### src/rtl/sequence_pkg.sv
// Shared encodings for the integer-sequence engine: run modes, FSM states
// and the three seed terms each mode loads into the window.
package sequence_pkg;

    typedef logic [1:0] seq_mode_t;
    typedef logic [1:0] seq_state_t;

    localparam seq_mode_t MODE_FIB      = 2'b00;
    localparam seq_mode_t MODE_PADOVAN  = 2'b01;
    localparam seq_mode_t MODE_PERRIN   = 2'b10;
    localparam seq_mode_t MODE_RESERVED = 2'b11;

    localparam seq_state_t ST_IDLE = 2'd0;
    localparam seq_state_t ST_LOAD = 2'd1;
    localparam seq_state_t ST_RUN  = 2'd2;
    localparam seq_state_t ST_DONE = 2'd3;

    // Seeds packed two bits per term, term 0 in the least significant slot.
    localparam logic [5:0] SEEDS_FIB     = {2'd1, 2'd1, 2'd0};
    localparam logic [5:0] SEEDS_PADOVAN = {2'd1, 2'd1, 2'd1};
    localparam logic [5:0] SEEDS_PERRIN  = {2'd2, 2'd0, 2'd3};

    function automatic logic [1:0] seedTerm(input seq_mode_t selMode, input logic [1:0] pos);
        logic [5:0] seeds;
        case (selMode)
            MODE_FIB:     seeds = SEEDS_FIB;
            MODE_PADOVAN: seeds = SEEDS_PADOVAN;
            MODE_PERRIN:  seeds = SEEDS_PERRIN;
            default:      seeds = 6'd0;
        endcase
        return seeds[{pos, 1'b0} +: 2];
    endfunction

endpackage

### src/rtl/seq_window.sv
// Three-term sliding window with per-term overflow bits and the
// mode-selected adder that produces the next term.
module seq_window
    import sequence_pkg::*;
#(
    parameter int DATAWIDTH = 8
) (
    input  logic                 i_clk,
    input  logic                 i_rstN,
    input  logic                 i_load,
    input  logic                 i_shift,
    input  logic [1:0]           i_mode,
    output logic [DATAWIDTH-1:0] o_r0Data,
    output logic                 o_r0Ovf,
    output logic                 o_r1Ovf
);

    logic [DATAWIDTH-1:0] r_data0, r_data1, r_data2;
    logic                 r_ovf0, r_ovf1, r_ovf2;

    logic [DATAWIDTH-1:0] w_addA, w_addB;
    logic                 w_addAOvf, w_addBOvf;
    logic [DATAWIDTH:0]   w_sum;
    logic                 w_nextOvf;

    // Fibonacci sums the two newest terms; Padovan and Perrin skip the newest.
    always_comb begin
        w_addA    = r_data0;
        w_addB    = r_data1;
        w_addAOvf = r_ovf0;
        w_addBOvf = r_ovf1;
        if (i_mode == MODE_FIB) begin
            w_addA    = r_data1;
            w_addB    = r_data2;
            w_addAOvf = r_ovf1;
            w_addBOvf = r_ovf2;
        end
        w_sum     = {1'b0, w_addA} + {1'b0, w_addB};
        w_nextOvf = w_sum[DATAWIDTH] | w_addAOvf | w_addBOvf;
    end

    always_ff @(posedge i_clk) begin
        if (!i_rstN) begin
            r_data0 <= '0;
            r_data1 <= '0;
            r_data2 <= '0;
            r_ovf0  <= 1'b0;
            r_ovf1  <= 1'b0;
            r_ovf2  <= 1'b0;
        end else if (i_load) begin
            r_data0 <= DATAWIDTH'(seedTerm(i_mode, 2'd0));
            r_data1 <= DATAWIDTH'(seedTerm(i_mode, 2'd1));
            r_data2 <= DATAWIDTH'(seedTerm(i_mode, 2'd2));
            r_ovf0  <= 1'b0;
            r_ovf1  <= 1'b0;
            r_ovf2  <= 1'b0;
        end else if (i_shift) begin
            r_data0 <= r_data1;
            r_data1 <= r_data2;
            r_data2 <= w_sum[DATAWIDTH-1:0];
            r_ovf0  <= r_ovf1;
            r_ovf1  <= r_ovf2;
            r_ovf2  <= w_nextOvf;
        end
    end

    assign o_r0Data = r_data0;
    assign o_r0Ovf  = r_ovf0;
    assign o_r1Ovf  = r_ovf1;

endmodule

### src/rtl/sequence_engine.sv
// Fibonacci / Padovan / Perrin term streamer with start/busy/done handshake
// and a sticky overflow flag that terminates a run early.
module sequence_engine
    import sequence_pkg::*;
#(
    parameter int DATAWIDTH  = 8,
    parameter int COUNTWIDTH = 8
) (
    input  logic                  Clk_System,
    input  logic                  lowRst_System,
    input  logic                  start,
    input  logic [1:0]            mode,
    input  logic [COUNTWIDTH-1:0] nTerms,
    output logic                  busy,
    output logic                  termValid,
    output logic [DATAWIDTH-1:0]  termData,
    output logic [COUNTWIDTH-1:0] termIndex,
    output logic                  done,
    output logic                  overflow
);

    seq_state_t            r_state;
    logic [1:0]            r_mode;
    logic [COUNTWIDTH-1:0] r_count;
    logic [COUNTWIDTH-1:0] r_index;
    logic                  r_busy, r_termValid, r_done, r_overflow;

    seq_state_t            w_nextState;
    logic                  w_accept;
    logic                  w_load, w_shift;
    logic                  w_r0Ovf, w_r1Ovf, w_nextR0Ovf;
    logic [COUNTWIDTH-1:0] w_lastIndex;
    logic [DATAWIDTH-1:0]  w_r0Data;

    seq_window #(
        .DATAWIDTH(DATAWIDTH)
    ) u_window (
        .i_clk   (Clk_System),
        .i_rstN  (lowRst_System),
        .i_load  (w_load),
        .i_shift (w_shift),
        .i_mode  (r_mode),
        .o_r0Data(w_r0Data),
        .o_r0Ovf (w_r0Ovf),
        .o_r1Ovf (w_r1Ovf)
    );

    assign w_load      = (r_state == ST_LOAD);
    assign w_shift     = (r_state == ST_RUN);
    assign w_lastIndex = r_count - COUNTWIDTH'(1);
    // The term shown next cycle is r1 after a shift, or a fresh seed after LOAD.
    assign w_nextR0Ovf = (r_state == ST_RUN) & w_r1Ovf;

    always_comb begin
        w_nextState = r_state;
        w_accept    = 1'b0;
        case (r_state)
            ST_IDLE: begin
                if (start) begin
                    w_accept    = 1'b1;
                    w_nextState = (mode == MODE_RESERVED) ? ST_DONE : ST_LOAD;
                end
            end
            ST_LOAD: w_nextState = (r_count == '0) ? ST_DONE : ST_RUN;
            ST_RUN: begin
                if (w_r0Ovf || (r_index == w_lastIndex)) begin
                    w_nextState = ST_DONE;
                end
            end
            ST_DONE: w_nextState = ST_IDLE;
            default: w_nextState = ST_IDLE;
        endcase
    end

    // Status outputs are registered from the next state so they line up with it.
    always_ff @(posedge Clk_System) begin
        if (!lowRst_System) begin
            r_state     <= ST_IDLE;
            r_mode      <= MODE_FIB;
            r_count     <= '0;
            r_index     <= '0;
            r_busy      <= 1'b0;
            r_termValid <= 1'b0;
            r_done      <= 1'b0;
            r_overflow  <= 1'b0;
        end else begin
            r_state     <= w_nextState;
            r_busy      <= (w_nextState == ST_LOAD) || (w_nextState == ST_RUN);
            r_termValid <= (w_nextState == ST_RUN) && !w_nextR0Ovf;
            r_done      <= (w_nextState == ST_DONE);
            if (w_accept) begin
                r_mode  <= mode;
                r_count <= nTerms;
            end
            if (w_load) begin
                r_index <= '0;
            end else if (w_shift) begin
                r_index <= r_index + COUNTWIDTH'(1);
            end
            if (w_accept) begin
                r_overflow <= 1'b0;
            end else if (w_shift && w_r0Ovf) begin
                r_overflow <= 1'b1;
            end
        end
    end

    assign busy      = r_busy;
    assign termValid = r_termValid;
    assign termData  = w_r0Data;
    assign termIndex = r_index;
    assign done      = r_done;
    assign overflow  = r_overflow;

endmodule
### config.mk
export PLATFORM = sky130hd
export DESIGN_NAME = sequence_engine
export DESIGN_NICKNAME = d
export VERILOG_FILES = /design/src/rtl/sequence_pkg.sv /design/src/rtl/seq_window.sv /design/src/rtl/sequence_engine.sv
export SDC_FILE = /design/constraint.sdc
export NUM_CORES = 1
export LEC_CHECK = 0
export ABC_AREA = 1
export CAP_MARGIN = 30
export CELL_PAD_IN_SITES_DETAIL_PLACEMENT = 0
export CELL_PAD_IN_SITES_GLOBAL_PLACEMENT = 2
export CORE_ASPECT_RATIO = 1.1
export CORE_MARGIN = 10
export CORE_UTILIZATION = 33
export DETAILED_ROUTE_END_ITERATION = 10
export PLACE_DENSITY_LB_ADDON = 0.1
export SYNTH_ARGS = -nofsm -noshare
export SYNTH_HDL_FRONTEND = slang
export SYNTH_HIERARCHICAL = 1
export SYNTH_SLANG_ARGS = --single-unit
export TNS_END_PERCENT = 5
### constraint.sdc
create_clock -name Clk_System -period 5.1 [get_ports Clk_System]
set_input_delay 1.02 -clock Clk_System [delete_from_list [all_inputs] [get_ports Clk_System]]
set_output_delay 1.02 -clock Clk_System [all_outputs]
set_load 0.03 [all_outputs]
==> summary.md, run 1 <==
| Metric | Value |
|---|---|
| Outcome | `complete, no violations` |
| Drt first pass iters | `4` |
| Largest family of logic cells by synthesized area | `simple AND/OR/NAND/NOR gates` |
| Commonest non-fill, non-tap cell in the layout | `nand2_1` |
| Setup Fix Bufs, Post-CTS | `0` |
| Sw Pwr | `roughly 0.50 mW` |
| Mapped Cells | `427` |
| Most area-consuming cells after synthesis | `dfxtp_1, nand2_1, ha_1` |
| Longest Clk Path Bufs | `2` |
| Required time of the critical path | `around 5300 ps` |
| Vertical die dimension | `118.4 µm` |
| R2R depth | `15` |
| Gates resized, CTS repair | `0` |
| Startpoint types | `flip-flop` |
| Peak supply drop | `approximately 140 µV` |
| WS Path Type | `flip-flop to flip-flop` |
| Share of cells above drive strength 1 | `approximately 5.9%` |
| Setup_tns | `0 ps` |
| RSZ-0062 raised after global routing | `false` |
| Final hold vios | `0` |
| Final Setup Violations | `0` |
| Starting density of the core | `~34%` |
| Initial antenna violation count | `0` |
| Switching share of total power | `a little under two fifths` |
| Comb pwr share | `36.4%` |
| FP Rows | `35` |
| Flop pwr share | `a little under two fifths` |
| Synthesized area | `2903 µm²` |
| # hold bufs at CTS | `0` |
| Fmax | `about 340 MHz` |
| Mapped Nets | `461` |
| GRT busiest layer | `met2` |
| Met3 Use GR | `about 2.4%` |
| Hold WC Path Type | `flip-flop to flip-flop` |
| First-pass GRT wire length | `12830 µm` |
| Grt total ovfl | `0` |
| DIE AREA | `12950 µm²` |
| Nets | `489` |
| Most frequent cells in the layout | `nand2_1, inv_1, dfxtp_1` |
| Filler cells | `961` |
| Largest net degree at the start of global routing | `24` |
| Hold depth | `1` |
| Root Buffer Master | `clkbuf_8` |
| Total wire length | `7459 µm` |
| Final ANT Viol Nets | `0` |
| Worst slew margin | `between 40% and 50%` |
| R2R Path End | `u_window/r_ovf2` |
| Reg clk slew, reported paths | `about 100 ps` |
| Mean Syn Cell Area | `6.798 µm²` |
| I/O Pins | `33` |
| CP endpoint kind | `flip-flop` |
| Worst-margin pin slew | `about 750 ps` |
| Antenna cells | `0` |
| Post-Layout Cell Count | `roughly 570` |
| CTS Sinks | `between 50 and 60` |
| Seq cells post-synth | `slightly above 50` |
| Slew Viols, Final | `0` |
| Clock Power Share | `roughly a quarter` |
| Hold path start | `u_window/o_r1Ovf` |
| Vias | `roughly 2600` |
| Peak fanout along the critical path | `23` |
| Area occupied by registers | `1021 µm²` |
| Register area share after synthesis | `a little over a third` |
| Grt met2 use | `22.21%` |
| Post-Synth XOR/XNOR Area | `2.414%` |
| Crit path DAT | `between 3000 and 4000 ps` |
| Final Util | `between 40% and 50%` |
| GPL Wtd Cong | `around 0.75` |
| Synth area leader | `dfxtp_1` |
| Power Density | `381.0 nW/µm²` |
| Final Cycle Share | `a little under three fifths` |
| # Max-Cap Violations | `0` |
| Post-Synth Adder-Cell Area | `a little under a tenth` |
| R2R setup slack | `approximately 2200 ps` |
| Initial DRC count | `slightly below 100` |
| Pint | `0.8153 mW` |
| DR vias/cell | `4.663` |
| WL per Instance | `around 13 µm` |
| Unique masters post-synth | `29` |
| Fin crit period | `between 2000 and 3000 ps` |
| Post-DP HPWL | `5637 µm` |
| Multi-input gate area | `~1600 µm²` |
| Worst Hold End | `termValid` |
| Grt met1 use | `between 10% and 20%` |
| Hold slack | `460.5 ps` |
| Clock Latency Late Sink | `approximately 310 ps` |
| Global Route Usage Sum | `12.00%` |
| Synth Area in Compound Gates | `between 15 and 20%` |
| Static Leak | `roughly 1.6 nW` |
| Vias in the first global route | `about 2700` |
| Simple-gate share of the synthesized area | `a little over a quarter` |
| TritonCTS Buffers | `5` |
| Mux cell area share after synthesis | `0%` |
| Post-route clock skew | `13.55 ps` |
| I/O Buffers | `32` |
| H-tree depth | `2` |
| Synth warn | `6` |
| Top cell type's share of synthesized area | `a little over a third` |
| CTS tree | `yes` |
| DP Cell Count | `around 560` |
| Reg2reg start | `r_mode[0]` |
| Die X | `around 110 µm` |
| Drc violations | `0` |
| CORE AREA | `8496 µm²` |
| Area growth syn-to-layout | `18.49%` |
routing by layer:
layer,vias to the layer above,part of all wire [%],wire length [µm]
met5,-,0,0
met3,8,3.7,276
met1,1185,43,3209
met4,0,1.4,102
li1,1419,-,-
met2,32,52,3871
Yosys cell counts:
library cell and n:
buf_6 2, inv_1 57, nand3b_1 1, dfxtp_1 51
a31oi_1 3, o221ai_1 1, o21ai_0 42, buf_2 5
ha_1 20, o21ai_1 1, a211oi_2 1, fa_1 1
and2_1 1, nand3_1 24, a21oi_1 39, xnor2_1 4
nor2_2 2, a21oi_2 2, nor2_4 2, nand4_1 1
clkbuf_1 5, nor2_1 28, inv_4 1, xor2_1 4
nand2_1 112, nand3_2 1, inv_2 6, nand2_2 3
nor3_1 7
sequential cells by signal, indices dropped and copies added, names as in the netlist:
name               count
termValid              1
u_window/o_r0Data      8
busy                   1
u_window/r_data2       8
r_mode                 2
overflow               1
u_window/r_data1       8
u_window/r_ovf2        1
done                   1
r_count                8
u_window/o_r1Ovf       1
termIndex              8
u_window/o_r0Ovf       1
r_state                2
logic make-up (layout without fill, tap and decap cells):
| logic type | after synthesis | count (layout) |
|---|---|---|
| and+or+nand+nor | 182 | 182 |
| AOI/OAI and AO/OA | 89 | 89 |
| buffers and inverters | 76 | 105 |
| DFF | 51 | 51 |
| adders and majority gates | 21 | 21 |
| xor gates and xnor gates | 8 | 8 |
metrics by stage:
stage / total power [mW] / worst slack, ps / cell area (µm²)
floorplan: 0.8556 / 2817 / 2903
global placement: 0.9902 / 2131 / 3303
detailed placement: 0.9880 / 2151 / 3303
CTS: 1.336 / 2121 / 3440
global route: 1.424 / 1789 / 3440
finish: 1.310 / 2169 / 3440
worst max-delay path by stage:
stage / from / end / slack [ps] / cells past startpoint
3_3_place_gp: lowRst_System / termIndex[6] / 2130 / 5
3_5_place_dp: lowRst_System / termIndex[4] / 2150 / 5
4_1_cts: r_mode[0] / u_window/r_ovf2 / 2120 / 15
6_report: r_mode[0] / u_window/r_ovf2 / 2170 / 15
5_1_grt: r_mode[1] / u_window/r_ovf2 / 1790 / 15
2_1_floorplan: r_mode[0] / u_window/r_ovf2 / 2820 / 15
worst max-delay path, cell delays in order (launching register included):
cell	delay, ps
dfxtp_1	350
inv_1	90
ha_1	490
inv_1	450
nand2_1	130
o21ai_0	90
ha_1	270
fa_1	410
nand2_1	80
nand2_1	60
nand3_1	80
nand2_1	80
nand2_1	70
nand2_1	40
nand2_1	50
a21oi_1	50
power groups by stage:
stage / Clock [mW] / Combinational, mW / Sequential, mW
finish: 0.338 / 0.477 / 0.496
global route: 0.367 / 0.552 / 0.504
CTS: 0.353 / 0.487 / 0.496
detailed placement: 0 / 0.482 / 0.506
global placement: 0 / 0.485 / 0.506
floorplan: 0 / 0.334 / 0.521
area by class of cell:
class	count	area share, %
repair buffers	33	9.531
flip-flops and latches	51	29.68
inverters	64	7.057
well taps	111	4.038
clock buffers	5	2.001
clock inverters	3	1.964
multi-input cells	300	45.73
No activity file was read; power rests on OpenSTA's default activity.
==> run 2, diff against run 1 <==
--- a/config.mk
+++ b/config.mk
@@ -11,7 +11,7 @@
 export CELL_PAD_IN_SITES_GLOBAL_PLACEMENT = 2
 export CORE_ASPECT_RATIO = 1.1
 export CORE_MARGIN = 10
-export CORE_UTILIZATION = 33
+export CORE_UTILIZATION = 31
 export DETAILED_ROUTE_END_ITERATION = 10
 export PLACE_DENSITY_LB_ADDON = 0.1
 export SYNTH_ARGS = -nofsm -noshare
==> constraint.sdc (replaced) <==
create_clock -name Clk_System -period 2.9 [get_ports Clk_System]
set_input_delay 0.58 -clock Clk_System [delete_from_list [all_inputs] [get_ports Clk_System]]
set_output_delay 0.58 -clock Clk_System [all_outputs]
set_load 0.03 [all_outputs]
==> summary.md, run 2 (synthesized netlist as in run 1, its figures left out) <==
| Metric | Value |
|---|---|
| Fmax | `434.8 MHz (+27%)` |
| Initial DRC count | `110 (+13%)` |
| CORE AREA | `9009 µm² (+6.0%)` |
| Outcome | `complete, no violations` |
| Sw Pwr | `0.8845 mW (+79%)` |
| Slew Viols, Final | `0 (unchanged)` |
| WL per Instance | `13.23 µm (+0.57%)` |
| # Max-Cap Violations | `0 (unchanged)` |
| Required time of the critical path | `3100 ps (-2190 ps)` |
| First-pass GRT wire length | `12920 µm (+0.69%)` |
| TritonCTS Buffers | `5 (unchanged)` |
| Reg clk slew, reported paths | `110 ps (about the same)` |
| Multi-input gate area | `1573 µm² (unchanged)` |
| Largest net degree at the start of global routing | `24 (unchanged)` |
| Comb pwr share | `39.1% (+2.7 points)` |
| Final worst slack | `599.9 ps (-1569 ps)` |
| CTS tree | `yes` |
| Worst-margin pin slew | `557.8 ps (-189.9 ps)` |
| Fin crit period | `2300 ps (-631.1 ps)` |
| Vertical die dimension | `121.5 µm (+2.6%)` |
| Hold WC Path Type | `flip-flop to flip-flop` |
| Share of cells above drive strength 1 | `6.739% (+0.82 points)` |
| Post-DP HPWL | `5805 µm (+3.0%)` |
| Power Density | `628.9 nW/µm² (+65%)` |
| Most frequent cells in the layout | `nand2_1, inv_1, dfxtp_1` |
| Final hold vios | `0 (unchanged)` |
| Worst slew margin | `62.72% (+13 points)` |
| Switching share of total power | `41.01% (+3.2 points)` |
| I/O Pins | `33 (unchanged)` |
| Post-route clock skew | `15.86 ps (+2.304 ps)` |
| DR vias/cell | `4.608 (-1.2%)` |
| Drt first pass iters | `4 (unchanged)` |
| Peak fanout along the critical path | `9 (-61%)` |
| WS Path Type | `flip-flop to flip-flop` |
| Longest Clk Path Bufs | `2 (unchanged)` |
| Area occupied by registers | `1021 µm² (unchanged)` |
| Setup_tns | `0 ps (unchanged)` |
| Area growth syn-to-layout | `18.15%` |
| Starting density of the core | `32.22% (-1.9 points)` |
| Clock Latency Late Sink | `310 ps (about the same)` |
| Static Leak | `1.548 nW (-0.25%)` |
| Clock Power Share | `20.4% (-5.4 points)` |
| Nets | `493 (+0.82%)` |
| Flop pwr share | `40.5% (+2.7 points)` |
| Setup WS pre-CTS | `614.4 ps (-1537 ps)` |
| Drc violations | `0 (unchanged)` |
| Grt total ovfl | `0 (unchanged)` |
| Root Buffer Master | `clkbuf_8` |
| Final Cycle Share | `79.32% (+22 points)` |
| Initial antenna violation count | `0 (unchanged)` |
| Die X | `112.3 µm (+2.6%)` |
| Pint | `1.272 mW (+56%)` |
| Vias | `2645 (+0.038%)` |
| # hold bufs at CTS | `0 (unchanged)` |
| RSZ-0062 raised after global routing | `false` |
| Final ANT Viol Nets | `0 (unchanged)` |
| Antenna cells | `0 (unchanged)` |
| CTS Sinks | `51 (unchanged)` |
| CP endpoint kind | `flip-flop` |
| H-tree depth | `2 (unchanged)` |
| Peak supply drop | `210.6 µV (+47%)` |
| Setup Fix Bufs, Post-CTS | `0 (unchanged)` |
| Commonest non-fill, non-tap cell in the layout | `nand2_1` |
| Final Setup Violations | `0 (unchanged)` |
| Tot Pwr | `2.157 mW (+65%)` |
| Global Route Usage Sum | `11.44% (-0.56 points)` |
| DIE AREA | `13640 µm² (+5.3%)` |
| Filler cells | `995 (+3.5%)` |
| I/O Buffers | `32 (unchanged)` |
| Gates resized, CTS repair | `0 (unchanged)` |
| FP Rows | `36 (+2.9%)` |
| Crit path DAT | `2500 ps (-620 ps)` |
| Startpoint types | `flip-flop` |
| Vias in the first global route | `2655 (-1.1%)` |
| GPL Wtd Cong | `0.7467 (+0.20%)` |
| Total wire length | `7594 µm (+1.8%)` |
run 2: cell count changes in the layout (fill, tap and decap cells not counted):
| cell | delta |
|---|---|
| buf_4 | +4 |
| bufinv_16 | -2 |
| clkinvlp_4 | +1 |
| inv_6 | +1 |
run 2: layout make-up:
| cell class | count | share of cell area, % |
|---|---|---|
| inverters | 64 | 7.078 |
| flip-flops and latches | 51 | 29.77 |
| well taps | 114 | 4.159 |
| clock buffers | 5 | 2.007 |
| multi-input cells | 300 | 45.86 |
| repair buffers | 37 | 10.43 |
| clock inverters | 3 | 0.6932 |
run 2: path summary, 6_finish.rpt:
path,depth (start not counted),to,startpoint,slack (ps)
worst min-delay path,2,u_window/r_ovf2,u_window/r_ovf2,480
worst max register to register,14,u_window/r_ovf2,r_mode[0],600
worst max-delay path,14,u_window/r_ovf2,r_mode[0],600
worst min register to register,2,u_window/r_ovf2,u_window/r_ovf2,480
run 2: power by group through the flow:
stage | clock [mW] | combinational, mW | sequential (mW)
2_1_floorplan | 0 | 0.588 | 0.917
3_3_place_gp | 0 | 0.862 | 0.891
3_5_place_dp | 0 | 0.857 | 0.893
4_1_cts | 0.465 | 0.862 | 0.876
5_1_grt | 0.485 | 0.969 | 0.888
6_report | 0.440 | 0.844 | 0.873
run 2: layer usage:
metal / GRT usage (%) / up-vias / wire length, µm
met2: 21.12 / 28 / 3866
met5: 0 / - / 0
li1: - / 1433 / -
met3: 2.473 / 4 / 221
met1: 12.74 / 1180 / 3422
met4: 3.492 / 0 / 83
run 2: stage by stage:
step	utilization (%)	area, µm²	hold WS, ps	instances
after floorplan	-	2903	429.1	427
after global placement	37.04	3337	464.3	566
after detailed placement	37.04	3337	469.9	566
after CTS	38.07	3430	485.8	574
after global routing	38.07	3430	517.8	574
final	38.07	3430	483.2	574
run 2: worst max-delay path, stage by stage, from the launching register on:
cell     delay [ps]
dfxtp_1         400
inv_1            80
ha_1            210
inv_1           190
o21ai_0         120
ha_1            230
fa_1            400
nand2_1          80
nand2_1          70
nand3_1         100
nand2_1          80
nand2_1          70
nand2_1          50
nand2_1          60
a21oi_1          50
==> run 3, diff against run 2 <==
==> constraint.sdc (replaced) <==
create_clock -name Clk_System -period 2.15 [get_ports Clk_System]
set_input_delay 0.43 -clock Clk_System [delete_from_list [all_inputs] [get_ports Clk_System]]
set_output_delay 0.43 -clock Clk_System [all_outputs]
set_load 0.03 [all_outputs]
==> summary.md, run 3 (synthesized netlist as in run 1, its figures left out) <==
| Metric | Value |
|---|---|
| Antenna cells | `0 (unchanged)` |
| Nets | `508 (+3.0%)` |
| Vias | `2701 (+2.1%)` |
| Area occupied by registers | `1023 µm² (+0.24%)` |
| Final worst slack | `169.7 ps (-430.2 ps)` |
| I/O Buffers | `32 (unchanged)` |
| DIE AREA | `13640 µm² (unchanged)` |
| Commonest non-fill, non-tap cell in the layout | `nand2_1` |
| Slew Viols, Final | `0 (unchanged)` |
| Setup WS pre-CTS | `-13.72 ps (-628.1 ps)` |
| Worst slew margin | `72.98% (+10 points)` |
| H-tree depth | `2 (unchanged)` |
| Multi-input gate area | `1624 µm² (+3.3%)` |
| Fin crit period | `1980 ps (-319.8 ps)` |
| Hold WC Path Type | `flip-flop to flip-flop` |
| First-pass GRT wire length | `13550 µm (+4.9%)` |
| DP Area | `3447 µm² (+3.3%)` |
| Final ANT Viol Nets | `0 (unchanged)` |
| Power Density | `846.4 nW/µm² (+35%)` |
| Crit path DAT | `2190 ps (-310 ps)` |
| Area growth syn-to-layout | `24.70%` |
| Initial DRC count | `123 (+12%)` |
| Required time of the critical path | `2360 ps (-740 ps)` |
| RSZ-0062 raised after global routing | `true` |
| Reg clk slew, reported paths | `90 ps (-20 ps)` |
| Longest Clk Path Bufs | `2 (unchanged)` |
| Vertical die dimension | `121.5 µm (unchanged)` |
| WS Path Type | `flip-flop to flip-flop` |
| Post-route cell area | `3620 µm² (+5.5%)` |
| Final Setup Violations | `0 (unchanged)` |
| Drt first pass iters | `4 (unchanged)` |
| Fmax | `505.0 MHz (+16%)` |
| Final Cycle Share | `92.11% (+13 points)` |
| I/O Pins | `33 (unchanged)` |
| Starting density of the core | `32.22% (unchanged)` |
| CP endpoint kind | `flip-flop` |
| FP Rows | `36 (unchanged)` |
| Global Route Usage Sum | `11.91% (+0.47 points)` |
| Post-DP HPWL | `5904 µm (+1.7%)` |
| CTS tree | `yes` |
| TritonCTS Buffers | `5 (unchanged)` |
| Peak supply drop | `254.0 µV (+21%)` |
| CORE AREA | `9009 µm² (unchanged)` |
| Filler cells | `1013 (+1.8%)` |
| Die X | `112.3 µm (unchanged)` |
| Clock Latency Late Sink | `300 ps (about the same)` |
| Post-route clock skew | `5.785 ps (-10.07 ps)` |
| Share of cells above drive strength 1 | `12.63% (+5.9 points)` |
| DP Cell Count | `579 (+2.3%)` |
| Post-Layout Cell Count | `589 (+2.6%)` |
| Peak fanout along the critical path | `10 (+1)` |
| Outcome | `complete, no violations` |
| Final hold vios | `0 (unchanged)` |
| CTS Sinks | `51 (unchanged)` |
| CP Launch Point | `r_mode[1]` |
| Hold slack | `481.8 ps (-1.377 ps)` |
| Drc violations | `0 (unchanged)` |
| Initial antenna violation count | `0 (unchanged)` |
| Final Util | `40.18% (+2.1 points)` |
| Total wire length | `7692 µm (+1.3%)` |
| Grt total ovfl | `0 (unchanged)` |
| Reg2reg start | `r_mode[1]` |
| Most frequent cells in the layout | `nand2_1, inv_1, dfxtp_1` |
| GPL Wtd Cong | `0.7637 (+2.3%)` |
| DR vias/cell | `4.586 (-0.48%)` |
| WL per Instance | `13.06 µm (-1.3%)` |
| Largest net degree at the start of global routing | `17 (-29%)` |
| Hold path start | `u_window/r_data2[4]` |
| Root Buffer Master | `clkbuf_8` |
| Startpoint types | `flip-flop` |
| # hold bufs at CTS | `0 (unchanged)` |
| Vias in the first global route | `2767 (+4.2%)` |
| # Max-Cap Violations | `0 (unchanged)` |
| Static Leak | `1.630 nW (+5.3%)` |
| Worst-margin pin slew | `401.1 ps (-156.8 ps)` |
## run 3: per-layer routing
metal	vias up	GRT usage, %	routed length [µm]
li1	1457	-	-
met1	1205	13.92	3519
met4	0	2.857	59
met3	6	2.423	214
met2	33	21.63	3898
met5	-	0	0
## run 3: per-stage QoR
stage / power, mW / TNS, ps
floorplan: 2.036 / 0
finish: 3.064 / 0
CTS: 3.096 / 0
detailed placement: 2.438 / -13.72
global route: 3.346 / -8.318
global placement: 2.441 / 0
## run 3: cell type report
cell class	instances	share of cell area [%]
Timing Repair Buffer	51	13.24
Multi-Input combinational cell	300	44.87
Inverter	64	6.706
Clock buffer	8	2.765
Sequential cell	51	28.28
Timing Repair inverter	1	0.2074
Tap cell	114	3.941
## run 3: critical path, stage by stage (launching register included)
cell	delay (ps)
dfxtp_2	330
inv_2	80
ha_4	190
inv_2	80
buf_12	140
nand2_1	50
o21ai_1	70
ha_1	370
nand2_1	110
inv_1	50
a21oi_2	150
nand2_1	70
nand2_1	60
nand3_1	60
nand2_1	60
inv_1	30
## run 3: repair_timing
action | CTS | global route
endpoints found under the setup margin | 3 | 9
gates cloned | 1 | 0
setup buffers | 0 | 1
resized for setup | 3 | 20
pin swaps | 0 | 3
## run 3: worst paths after layout
kind / slack [ps] / cells after the start / end
worst max register to register: 170 / 15 / u_window/r_data2[7]
worst min-delay path: 480 / 2 / u_window/r_data1[4]
worst max-delay path: 170 / 15 / u_window/r_data2[7]
worst min register to register: 480 / 2 / u_window/r_data1[4]
## run 3: power breakdown
group,total (mW),switching [mW],internal (mW)
Combinational,1.27,0.775,0.499
Sequential,1.17,0.0947,1.08
Clock,0.617,0.322,0.295
